File: src/rtl/pixel_ram_pkg.sv
// Shared constants and state type for the pixel-RAM write path.
// Used by the writer, the VGA read side and the testbench.
package pixel_ram_pkg;

    localparam int H_RES        = 640;
    localparam int V_RES        = 480;
    localparam int FRAME_PIXELS = H_RES * V_RES;
    localparam int ADDR_W       = 20;
    localparam int X_W          = 10;
    localparam int Y_W          = 9;
    localparam int DATA_W       = 8;
    localparam int CNT_W        = 16;

    typedef enum logic {
        RUN   = 1'b0,
        CLEAR = 1'b1
    } state_t;

    // Saturating increment for the dropped-request counter.
    function automatic logic [CNT_W-1:0] sat_inc(input logic [CNT_W-1:0] v);
        if (v == {CNT_W{1'b1}}) begin
            return v;
        end else begin
            return v + CNT_W'(1);
        end
    endfunction

endpackage

File: src/rtl/pixel_addr_calc.sv
// Combinational (x, y) to linear frame address conversion with range check.
module pixel_addr_calc
    import pixel_ram_pkg::*;
#(
    parameter int H_RES  = pixel_ram_pkg::H_RES,
    parameter int V_RES  = pixel_ram_pkg::V_RES,
    parameter int ADDR_W = pixel_ram_pkg::ADDR_W
) (
    input  logic [X_W-1:0]    x,
    input  logic [Y_W-1:0]    y,
    output logic [ADDR_W-1:0] addr,
    output logic              in_range
);

    // Constant multiply; for 640 synthesis reduces this to (y<<9)+(y<<7).
    always_comb begin
        addr     = ADDR_W'(y) * ADDR_W'(H_RES) + ADDR_W'(x);
        in_range = (int'(x) < H_RES) && (int'(y) < V_RES);
    end

endmodule

File: src/rtl/pixel_ram_writer.sv
// Feeds the VGA pixel-RAM write port from a valid/ready pixel stream,
// with a hardware full-frame clear sweep that back-pressures the source.
module pixel_ram_writer
    import pixel_ram_pkg::*;
#(
    parameter int H_RES  = pixel_ram_pkg::H_RES,
    parameter int V_RES  = pixel_ram_pkg::V_RES,
    parameter int ADDR_W = pixel_ram_pkg::ADDR_W
) (
    input  logic                sys_clk,
    input  logic                reset_n,
    input  logic                pix_valid,
    output logic                pix_ready,
    input  logic [X_W-1:0]      pix_x,
    input  logic [Y_W-1:0]      pix_y,
    input  logic [DATA_W-1:0]   pix_color,
    input  logic                clear_req,
    input  logic [DATA_W-1:0]   clear_color,
    output logic                busy,
    output logic [CNT_W-1:0]    oob_count,
    output logic [DATA_W-1:0]   pr_data,
    output logic [ADDR_W-1:0]   pr_wraddress,
    output logic                pr_wren
);

    localparam int                FRAME     = H_RES * V_RES;
    localparam logic [ADDR_W-1:0] LAST_ADDR = ADDR_W'(FRAME - 1);

    state_t              state;
    logic                s1_valid;
    logic [ADDR_W-1:0]   s1_addr;
    logic [DATA_W-1:0]   s1_data;
    logic [ADDR_W-1:0]   clr_cnt;
    logic [DATA_W-1:0]   clr_color;
    logic [ADDR_W-1:0]   calc_addr;
    logic                calc_in_range;
    logic                accept;

    pixel_addr_calc #(
        .H_RES  (H_RES),
        .V_RES  (V_RES),
        .ADDR_W (ADDR_W)
    ) u_addr_calc (
        .x        (pix_x),
        .y        (pix_y),
        .addr     (calc_addr),
        .in_range (calc_in_range)
    );

    assign pix_ready = (state == RUN);
    assign accept    = pix_valid & pix_ready;
    assign busy      = (state == CLEAR) | s1_valid | pr_wren;

    // Mode FSM, clear sweep counter, stage-1 register and drop counter.
    always_ff @(posedge sys_clk) begin
        if (!reset_n) begin
            state     <= RUN;
            s1_valid  <= 1'b0;
            s1_addr   <= {ADDR_W{1'b0}};
            s1_data   <= {DATA_W{1'b0}};
            clr_cnt   <= {ADDR_W{1'b0}};
            clr_color <= {DATA_W{1'b0}};
            oob_count <= {CNT_W{1'b0}};
        end else begin
            case (state)
                RUN: begin
                    // An accepted pixel still lands in stage 1 on the clear edge,
                    // so it reaches the RAM ahead of the sweep.
                    s1_valid <= accept & calc_in_range;
                    if (accept & calc_in_range) begin
                        s1_addr <= calc_addr;
                        s1_data <= pix_color;
                    end
                    if (accept & ~calc_in_range) begin
                        oob_count <= sat_inc(oob_count);
                    end
                    if (clear_req) begin
                        state     <= CLEAR;
                        clr_cnt   <= {ADDR_W{1'b0}};
                        clr_color <= clear_color;
                    end
                end
                CLEAR: begin
                    s1_valid <= 1'b1;
                    s1_addr  <= clr_cnt;
                    s1_data  <= clr_color;
                    if (clr_cnt == LAST_ADDR) begin
                        state   <= RUN;
                        clr_cnt <= {ADDR_W{1'b0}};
                    end else begin
                        clr_cnt <= clr_cnt + ADDR_W'(1);
                    end
                end
                default: begin
                    state    <= RUN;
                    s1_valid <= 1'b0;
                end
            endcase
        end
    end

    // Stage 2: registered RAM write port.
    always_ff @(posedge sys_clk) begin
        if (!reset_n) begin
            pr_wren      <= 1'b0;
            pr_wraddress <= {ADDR_W{1'b0}};
            pr_data      <= {DATA_W{1'b0}};
        end else begin
            pr_wren      <= s1_valid;
            pr_wraddress <= s1_addr;
            pr_data      <= s1_data;
        end
    end

endmodule
File: config.mk
export PLATFORM = sky130hd
export DESIGN_NAME = pixel_ram_writer
export DESIGN_NICKNAME = d
export VERILOG_FILES = /design/src/rtl/pixel_ram_pkg.sv /design/src/rtl/pixel_addr_calc.sv /design/src/rtl/pixel_ram_writer.sv
export SDC_FILE = /design/constraint.sdc
export NUM_CORES = 1
export LEC_CHECK = 0
export BUFFER_PORTS_ARGS = -buffer_cell sky130_fd_sc_hd__buf_4
export CAP_MARGIN = 25
export CELL_PAD_IN_SITES_DETAIL_PLACEMENT = 0
export CELL_PAD_IN_SITES_GLOBAL_PLACEMENT = 1
export CORE_MARGIN = 1
export CORE_UTILIZATION = 25
export DETAILED_ROUTE_END_ITERATION = 8
export GPL_ROUTABILITY_DRIVEN = 0
export PLACE_DENSITY_LB_ADDON = 0.1
export SLEW_MARGIN = 20
export SYNTH_ARGS = -nofsm -noshare
export SYNTH_HDL_FRONTEND = slang
export SYNTH_HIERARCHICAL = 1
export SYNTH_SLANG_ARGS = --single-unit
File: constraint.sdc
create_clock -name sys_clk -period 3.6 [get_ports sys_clk]
set_input_delay 1.08 -clock sys_clk [delete_from_list [all_inputs] [get_ports sys_clk]]
set_output_delay 1.08 -clock sys_clk [all_outputs]
set_load 0.03 [all_outputs]
======== Word level (Yosys, flattened, before mapping) ========
Index checks and enable logic that the tools add are counted.
word-level totals
  bits in registers ....................... 103
  bits of input ports ..................... 39
  output and inout port bits .............. 47
  word-level logic and storage cells ...... 42
cells by class
  add/sub/neg operators ................... 3
  $mul .................................... 1
  $lt $le $gt $ge ......................... 2
  equality and inequality tests ........... 4
  multiplexer cells ....................... 11
  bitwise operators ....................... 8
  reduce and logical (&&, ||, !) cells .... 3
operator list
  operator                                                                  count
  20-bit case mux with 2 select lines                                       2
  20-bit 2-to-1 mux                                                         3
  19-bit by 10-bit adder with 20-bit output                                 1
  20-bit by 1-bit adder with 20-bit output (second input constant)          1
  20-bit by 19-bit equality test with 1-bit output (second input constant)  1
  16-bit by 1-bit adder with 16-bit output (second input constant)          1
  16-bit equality test (second input constant)                              1
  8-bit case mux with 2 select lines                                        1
  9-bit by 3-bit multiplier with 12-bit output (second input constant)      1
  10-bit < comparator (second input constant)                               1
  9-bit < comparator (second input constant)                                1
  8-bit 2-to-1 mux                                                          1
  2-bit by 1-bit inequality test with 1-bit output (second input constant)  2
  1-bit case mux with 2 select lines                                        2
  1-bit AND                                                                 3
  1-bit inverter                                                            3
  3-bit AND reduction                                                       1
  1-bit 2-to-1 mux                                                          2
  1-bit bitwise OR                                                          2
  2-bit AND reduction                                                       1
  1-bit logical AND                                                         1

======== Logic depth before layout (Yosys ltp) ========
Gate-level depths: netlist of the first run.
  depth after elaboration ................. 5
  gate-level depth with buffers ........... 12

======== Cells and area by module ========
Netlist of the first run, hierarchy kept.
by module, submodules not included
  module            times used  cells an instance  area an instance (um^2)  seq. area each (um^2)
  pixel_ram_writer  1           481                4220.3                   2062.0
  pixel_addr_calc   1           88                 764.5                    0.0

======== Worst setup path before layout of the first run ========
OpenSTA, ideal clock, no wires.
  kind .................................... input -> register
  from .................................... input port pix_y[1]
  to ...................................... register s1_addr[18]
  setup time .............................. 0.091 ns
  arrival ................................. 3.209 ns
  data required time ...................... 3.509 ns
  slack ................................... 0.300 ns
  stages .................................. 11
  cells stage by stage .................... ha_1 ha_1 inv_1 fa_1 nand2b_1 nor2_1 and3b_1 nand3_1 o31ai_1 nand3_1 a311oi_1
on the way
  word-level cells in the longest chain between the ends .. 4
RTL lines
  item                                          line                    RTL
  from (decl)                                   pixel_ram_writer.sv:15  input logic [Y_W-1:0] pix_y,
  9-bit by 3-bit multiplier with 12-bit output  pixel_addr_calc.sv:17   addr = ADDR_W'(y) * ADDR_W'(H_RES) + ADDR_W'(x);
  19-bit by 10-bit adder with 20-bit output     pixel_addr_calc.sv:17
  net calc_addr[18]                             pixel_ram_writer.sv:35  logic [ADDR_W-1:0] calc_addr;
  20-bit 2-to-1 mux                             pixel_ram_writer.sv:70  if (accept & calc_in_range) begin
  20-bit case mux with 2 select lines           pixel_ram_writer.sv:65  case (state)
  to (signal assigned)                          pixel_ram_writer.sv:59  s1_addr <= {ADDR_W{1'b0}};
  to (signal assigned)                          pixel_ram_writer.sv:71  s1_addr <= calc_addr;
  to (signal assigned)                          pixel_ram_writer.sv:85  s1_addr <= clr_cnt;
  to (decl)                                     pixel_ram_writer.sv:31  logic [ADDR_W-1:0] s1_addr;
The timed path passes the listed nets, and every way through them passes these cells. The select of a mux whose other input is x is not followed.
A chain may end at the register's enable or synchronous reset.

======== Worst setup path after layout of the first run ========
Ends and elaborated chain as after synthesis.

==> results.yml, run 1 <==
cts:
  cts_tree: "done"
  htree_levels: 3
  cts_hold_buf: 0
  cts_inserted_buffers: 9
  cts_sinks: 103
  insertion_delay_ns: 0.35
  cts_resized: 0
  clk_pin_slew_ns: 0.07
  cts_setup_buffers: 0
  cts_buffer_depth: 2
  cts-root-buf: "clkbuf_16"
synthesis:
  synth_top_area_share_pct: 41.4
  synth.area.top_cells: "dfxtp_1 41%, ha_1 4.8%, nand2_1 4.6%, nand3_1 4.4%, and2_1 4.3%"
  synth_nets: 629
  synth-async-reset-ratio_pct: 0
  synth_top_cell_by_area: "dfxtp_1"
  post-synth-top-count-cell: "dfxtp_1"
  synth_edf_count: 0
  synthesis.instances: 569
  synth_ff_type: "dfxtp_1"
  synth.cell_area_mm2: 0.00498
  synth.avg_cell_area_um2: 8.76
  ys_warn_count: 6
  ys_top_cells_by_count: "103 x dfxtp_1, 61 x nand2_1, 55 x nor2_1"
  synth.distinct_cells: 65
  synth_seq_cells: 103
  synth-seq-area-share_pct: 41.4
sta:
  finalCritPeriodShare_pct: 90.9
  finClkSkew_ns: 0.00718
  finalHoldViolations: 0
  relSlewSlack_pct: 38.6
  setup_slack_ns: 0.326
  fmax_mhz: 305
  fin_crit_ns: 3.27
  rsz0062_at_grt: "false"
  drv_slew: 0
  tns_ns: 0
  tightestPinTransition_ns: 0.919
  setup_violations: 0
layout:
  diodes: 0
  drive_gt1_share_pct: 20.6
  layout.nets: 697
  syn_to_final_growth_pct: 23.0
power_and_ir_drop:
  p_per_area_mw_per_mm2: 439
  ir_drop_mv: 0.207
  power.switching_uw: 762
  p_leak_uw: 0.00248
  power.share.clock_pct: 37.6
  power.internal_uw: 1930
  p_sw_share_pct: 28.3
  combPwrFrac_pct: 16.9
  power_frac_seq_pct: 45.6
die:
  die_area_mm2: 0.0205
  fp-row-count: 51
  start_util_pct: 25.5
  core_area_mm2: 0.0195
  ios: 86
  die_h_um: 143
  die_x_um: 143
critical_path:
  critPathBufInv: 2
  cp_slowest_cell: "fa_1"
  critPathTopFamily: "adder cells"
  cp.required_ns: 3.85
  path_cells: "buf_4, ha_1, ha_1, inv_1, fa_1, nand2b_1, nor2_1, and3b_1, nand3_1, o31ai_1, nand3_1, a311oi_1"
  end_kind: "register"
  cpPeakStageDelay_ns: 0.43
  crit_arrival_ns: 3.53
  worstSetupPathType: "input pin to register"
  start_kind: "input pin"
  critPathMaxFanout: 3
route:
  vias: 4252
  totalWireLength_mm: 13.8
  post-route-drc-count: 0
  drt_pre_antenna_iters: 5
  drtAntennaViolNets: 0
  via_per_inst: 4.69
  first_iter_violations: 278
  wl_per_cell_um: 15.2
global_route:
  use_met2_pct: 23.3
  met1_usage_pct: 18.6
  track_usage_pct: 14.3
  grt_max_degree: 53
  use_met3_pct: 3.72
  grt.busiest_layer: "met2"
  grt_pass1_vias: 4320
  grt_overflow: 0
  grt_pass1_wl_mm: 22.7
  antenna_found_initial: 0
status:
  outcome: "finished clean"
placed_design:
  port_buffers: 85
  dp_slack_ns: -0.0509
  hpwlAfterDp_mm: 9.52
hold_path:
  min_path_type: "register to register"
job:
  maxCapViolations: 0
cells in the final DEF (no fill, tap or decap), types with 4 or more instances in the layout:
cell type and count:
clkbuf_16 9, nand2_1 61, ha_1 19, a311oi_1 24, inv_1 13, xnor2_1 18
a211oi_1 7, nor2_1 55, a21oi_1 35, mux2i_1 6, xor2_1 9, nand4_1 12
buf_4 97, nor3_1 6, dfxtp_1 103, nand3b_1 4, and2_1 34, nand3_1 44
o21ai_0 11, and3_1 10
worst paths after layout:
kind | from | to | slack, ns | cells past startpoint
max | pix_y[1] | s1_addr[18] | 0.33 | 12
max reg2reg | clr_cnt[0] | clr_cnt[9] | 1.32 | 7
min | s1_data[6] | pr_data[6] | 0.45 | 1
min reg2reg | s1_data[6] | pr_data[6] | 0.45 | 1
cell families (layout without fill, tap and decap cells):
group | Yosys count | in the layout | share of synthesized area (%)
AOI/OAI and AO/OA | 103 | 103 | 14.3
xor gates and xnor gates | 28 | 28 | 5.07
adders and majority gates | 21 | 21 | 5.57
buffers and inverters | 55 | 128 | 5.60
DFF | 103 | 103 | 41.4
muxes | 6 | 6 | 1.20
other | 1 | 1 | 0.0752
and+or+nand+nor | 252 | 252 | 26.8
metrics by stage:
stage / total power, uW / instance area [um^2] / cells / hold slack (ns) / util (%)
2_1_floorplan: 1570 / 4980 / 569 / 0.423 / -
5_1_grt: 2840 / 6130 / 907 / 0.477 / 31.4
3_5_place_dp: 1710 / 5830 / 891 / 0.439 / 29.9
3_3_place_gp: 1720 / 5830 / 891 / 0.437 / 29.9
4_1_cts: 2750 / 6130 / 907 / 0.457 / 31.4
6_report: 2690 / 6130 / 907 / 0.453 / 31.4
layout make-up:
type / instances / area (um^2)
fillers: 2121 / 13400
multi-input cells: 411 / 2650
flip-flops and latches: 103 / 2060
repair buffers: 97 / 728
well taps: 265 / 332
clock buffers: 9 / 225
clock inverters: 7 / 78.8
inverters: 15 / 56.3
flip-flops by register name, indices dropped and copies added, names as in the netlist, 8 cells and up:
| register | flops |
|---|---|
| clr_cnt | 20 |
| clr_color | 8 |
| oob_count | 16 |
| pr_data | 8 |
| pr_wraddress | 20 |
| s1_addr | 20 |
| s1_data | 8 |
power groups by stage:
stage	Sequential, uW	Combinational [uW]	Clock, uW
5_1_grt	1230	505	1100
3_5_place_dp	1250	461	0
2_1_floorplan	1280	283	0
3_3_place_gp	1250	462	0
4_1_cts	1230	463	1050
6_report	1230	454	1010
worst reg2reg max path, stage by stage, from the launching register on:
cell and delay (ns):
dfxtp_1 0.44, ha_1 0.30, nand3_4 0.13, nor4_4 0.59
a211oi_2 0.26, buf_4 0.22, a31oi_1 0.17, a21oi_1 0.05
layer usage:
| metal | vias up | routed length, um |
|---|---|---|
| met2 | 93 | 6460 |
| met1 | 2018 | 6550 |
| met4 | 0 | 96 |
| li1 | 2135 | - |
| met3 | 6 | 672 |
| met5 | - | 0 |
(Power assumes the default switching activity.)
==> inputs of run 2 (changes only) <==
--- a/config.mk
+++ b/config.mk
@@ -10,7 +10,7 @@
 export CELL_PAD_IN_SITES_DETAIL_PLACEMENT = 0
 export CELL_PAD_IN_SITES_GLOBAL_PLACEMENT = 1
 export CORE_MARGIN = 1
-export CORE_UTILIZATION = 25
+export CORE_UTILIZATION = 40
 export DETAILED_ROUTE_END_ITERATION = 8
 export GPL_ROUTABILITY_DRIVEN = 0
 export PLACE_DENSITY_LB_ADDON = 0.1
==> run 2 against run 1 <==
Utilization is 18 points higher. Sequential power hardly changed. Worst hold slack better by 0.0036 ns. Critical path depth stayed put. Maximum frequency is 0.19% lower. Via count is 0.49% lower. Final cell count is 11% lower. Cell area is 1.9% lower. Clock power hardly changed. Total power is 0.17% higher. Setup slack worse by 0.0063 ns. Clock-buffer cell count is 2 higher. Largest cell class unchanged.
==> results.yml, run 2 (synthesis results as in run 1) <==
sta:
  drv_slew: 0
  fin_crit_ns: 3.28
  relSlewSlack_pct: 47.7
  fmax_mhz: 305
  finalHoldViolations: 0
  rsz0062_at_grt: "false"
  hold_slack_ns: 0.457
  setup_violations: 0
  tightestPinTransition_ns: 0.781
  finClkSkew_ns: 0.00747
  finalCritPeriodShare_pct: 91.1
power_and_ir_drop:
  power_frac_seq_pct: 45.5
  p_sw_share_pct: 26.2
  total_power_uw: 2700
  power.switching_uw: 706
  p_per_area_mw_per_mm2: 449
  power.share.clock_pct: 38.2
  combPwrFrac_pct: 16.3
  p_leak_uw: 0.00248
  power.internal_uw: 1990
  ir_drop_mv: 0.285
route:
  drtAntennaViolNets: 0
  drt_pre_antenna_iters: 4
  vias: 4231
  wl_per_cell_um: 14.4
  first_iter_violations: 211
  totalWireLength_mm: 11.6
  via_per_inst: 5.23
  post-route-drc-count: 0
layout:
  diodes: 0
  syn_to_final_growth_pct: 20.7
  layout_common_cells: "103 x dfxtp_1, 96 x buf_4, 61 x nand2_1"
  n_fill_cell: 1194
  final_common_cell: "dfxtp_1"
  multiInputGateArea_mm2: 0.00265
  layout.nets: 696
  drive_gt1_share_pct: 20.1
  seq_area_mm2: 0.00206
  stdcell_count: 809
  reg_top3: "clr_cnt (20), pr_wraddress (20), s1_addr (20)"
critical_path:
  crit_cells: 12
  critPathBufInv: 2
  worst-r2r-cell-count: 5
  worstSetupPathType: "input pin to register"
  start_kind: "input pin"
  critPathTopFamily: "adder cells"
  cp_slowest_cell: "fa_1"
  end_kind: "register"
  cp.required_ns: 3.85
  path_cells: "buf_4, ha_1, ha_1, inv_1, fa_1, nand2b_1, nor2_1, and3b_1, nand3_1, o31ai_1, nand3_1, a311oi_1"
  rrSetupSlack_ns: 1.27
  crit_arrival_ns: 3.53
  cpPeakStageDelay_ns: 0.43
  critPathMaxFanout: 3
  rr_startpoint: "state"
  r2r_end: "clr_cnt[16]"
hold_path:
  min-delay-start: "s1_addr[9]"
  min_path_cells: 1
  min_path_type: "register to register"
  min_to: "pr_wraddress[9]"
global_route:
  grt_max_degree: 41
  grt_pass1_wl_mm: 19.4
  grt_overflow: 0
  track_usage_pct: 19.1
  grt_pass1_vias: 4002
  antenna_found_initial: 0
cts:
  htree_levels: 3
  insertion_delay_ns: 0.35
  cts-root-buf: "clkbuf_16"
  cts_buffer_depth: 2
  cts_setup_buffers: 0
  cts_inserted_buffers: 9
  cts_resized: 0
  cts_tree: "done"
  clk_pin_slew_ns: 0.06
  cts_sinks: 103
  cts_hold_buf: 0
placed_design:
  placed_cells: 793
  hpwlAfterDp_mm: 8.36
  port_buffers: 85
die:
  die_h_um: 114
  core_area_mm2: 0.0121
  ios: 86
  die_x_um: 114
  start_util_pct: 41.3
  fp-row-count: 40
  die_area_mm2: 0.0129
status:
  outcome: "finished clean"
job:
  maxCapViolations: 0
## run 2: changes by cell type in the layout (fill, tap and decap cells not counted)
cell / change
clkinv_2: +1
bufinv_16: +1
clkinvlp_4: -2
buf_4: -1
inv_6: -2
clkbuf_1: +2
## run 2: layout make-up
cell class	count	area share [%]
Inverter	15	0.936
Multi-Input combinational cell	411	44.1
Tap cell	168	3.49
Clock inverter	5	1.35
Sequential cell	103	34.3
Clock buffer	11	3.87
Timing Repair Buffer	96	12.0
## run 2: power by group through the flow
stage          Sequential (uW)  Combinational [uW]  Clock (uW)
3_5_place_dp              1250                 443           0
4_1_cts                   1230                 447        1060
3_3_place_gp              1250                 441           0
2_1_floorplan             1280                 283           0
6_report                  1230                 440        1030
5_1_grt                   1230                 487        1110
## run 2: worst max-delay path by stage
stage / startpoint / end
2_1_floorplan: pix_y[1] / s1_addr[18]
3_3_place_gp: pix_y[1] / s1_addr[18]
3_5_place_dp: pix_y[1] / s1_addr[18]
4_1_cts: pix_y[1] / s1_addr[18]
5_1_grt: pix_y[1] / s1_addr[15]
6_report: pix_y[1] / s1_addr[18]
## run 2: layer usage
layer / wire length (um) / global-route usage [%] / vias to the layer above
met5: 0 / 0 / -
met3: 552 / 4.46 / 11
li1: - / - / 2131
met2: 5630 / 32.6 / 90
met1: 5290 / 23.9 / 1999
met4: 157 / 5.88 / 0
## run 2: per-stage QoR
| step | setup WS [ns] | utilization (%) | cell area, um^2 | setup TNS (ns) |
|---|---|---|---|---|
| after global routing | 0.175 | 49.9 | 6010 | 0 |
| after floorplan | 0.300 | - | 4980 | 0 |
| after CTS | 0.305 | 49.9 | 6010 | 0 |
| after global placement | 0.0399 | 47.3 | 5700 | 0 |
| after detailed placement | -0.0671 | 47.3 | 5700 | -0.0671 |
| final | 0.320 | 49.9 | 6010 | 0 |
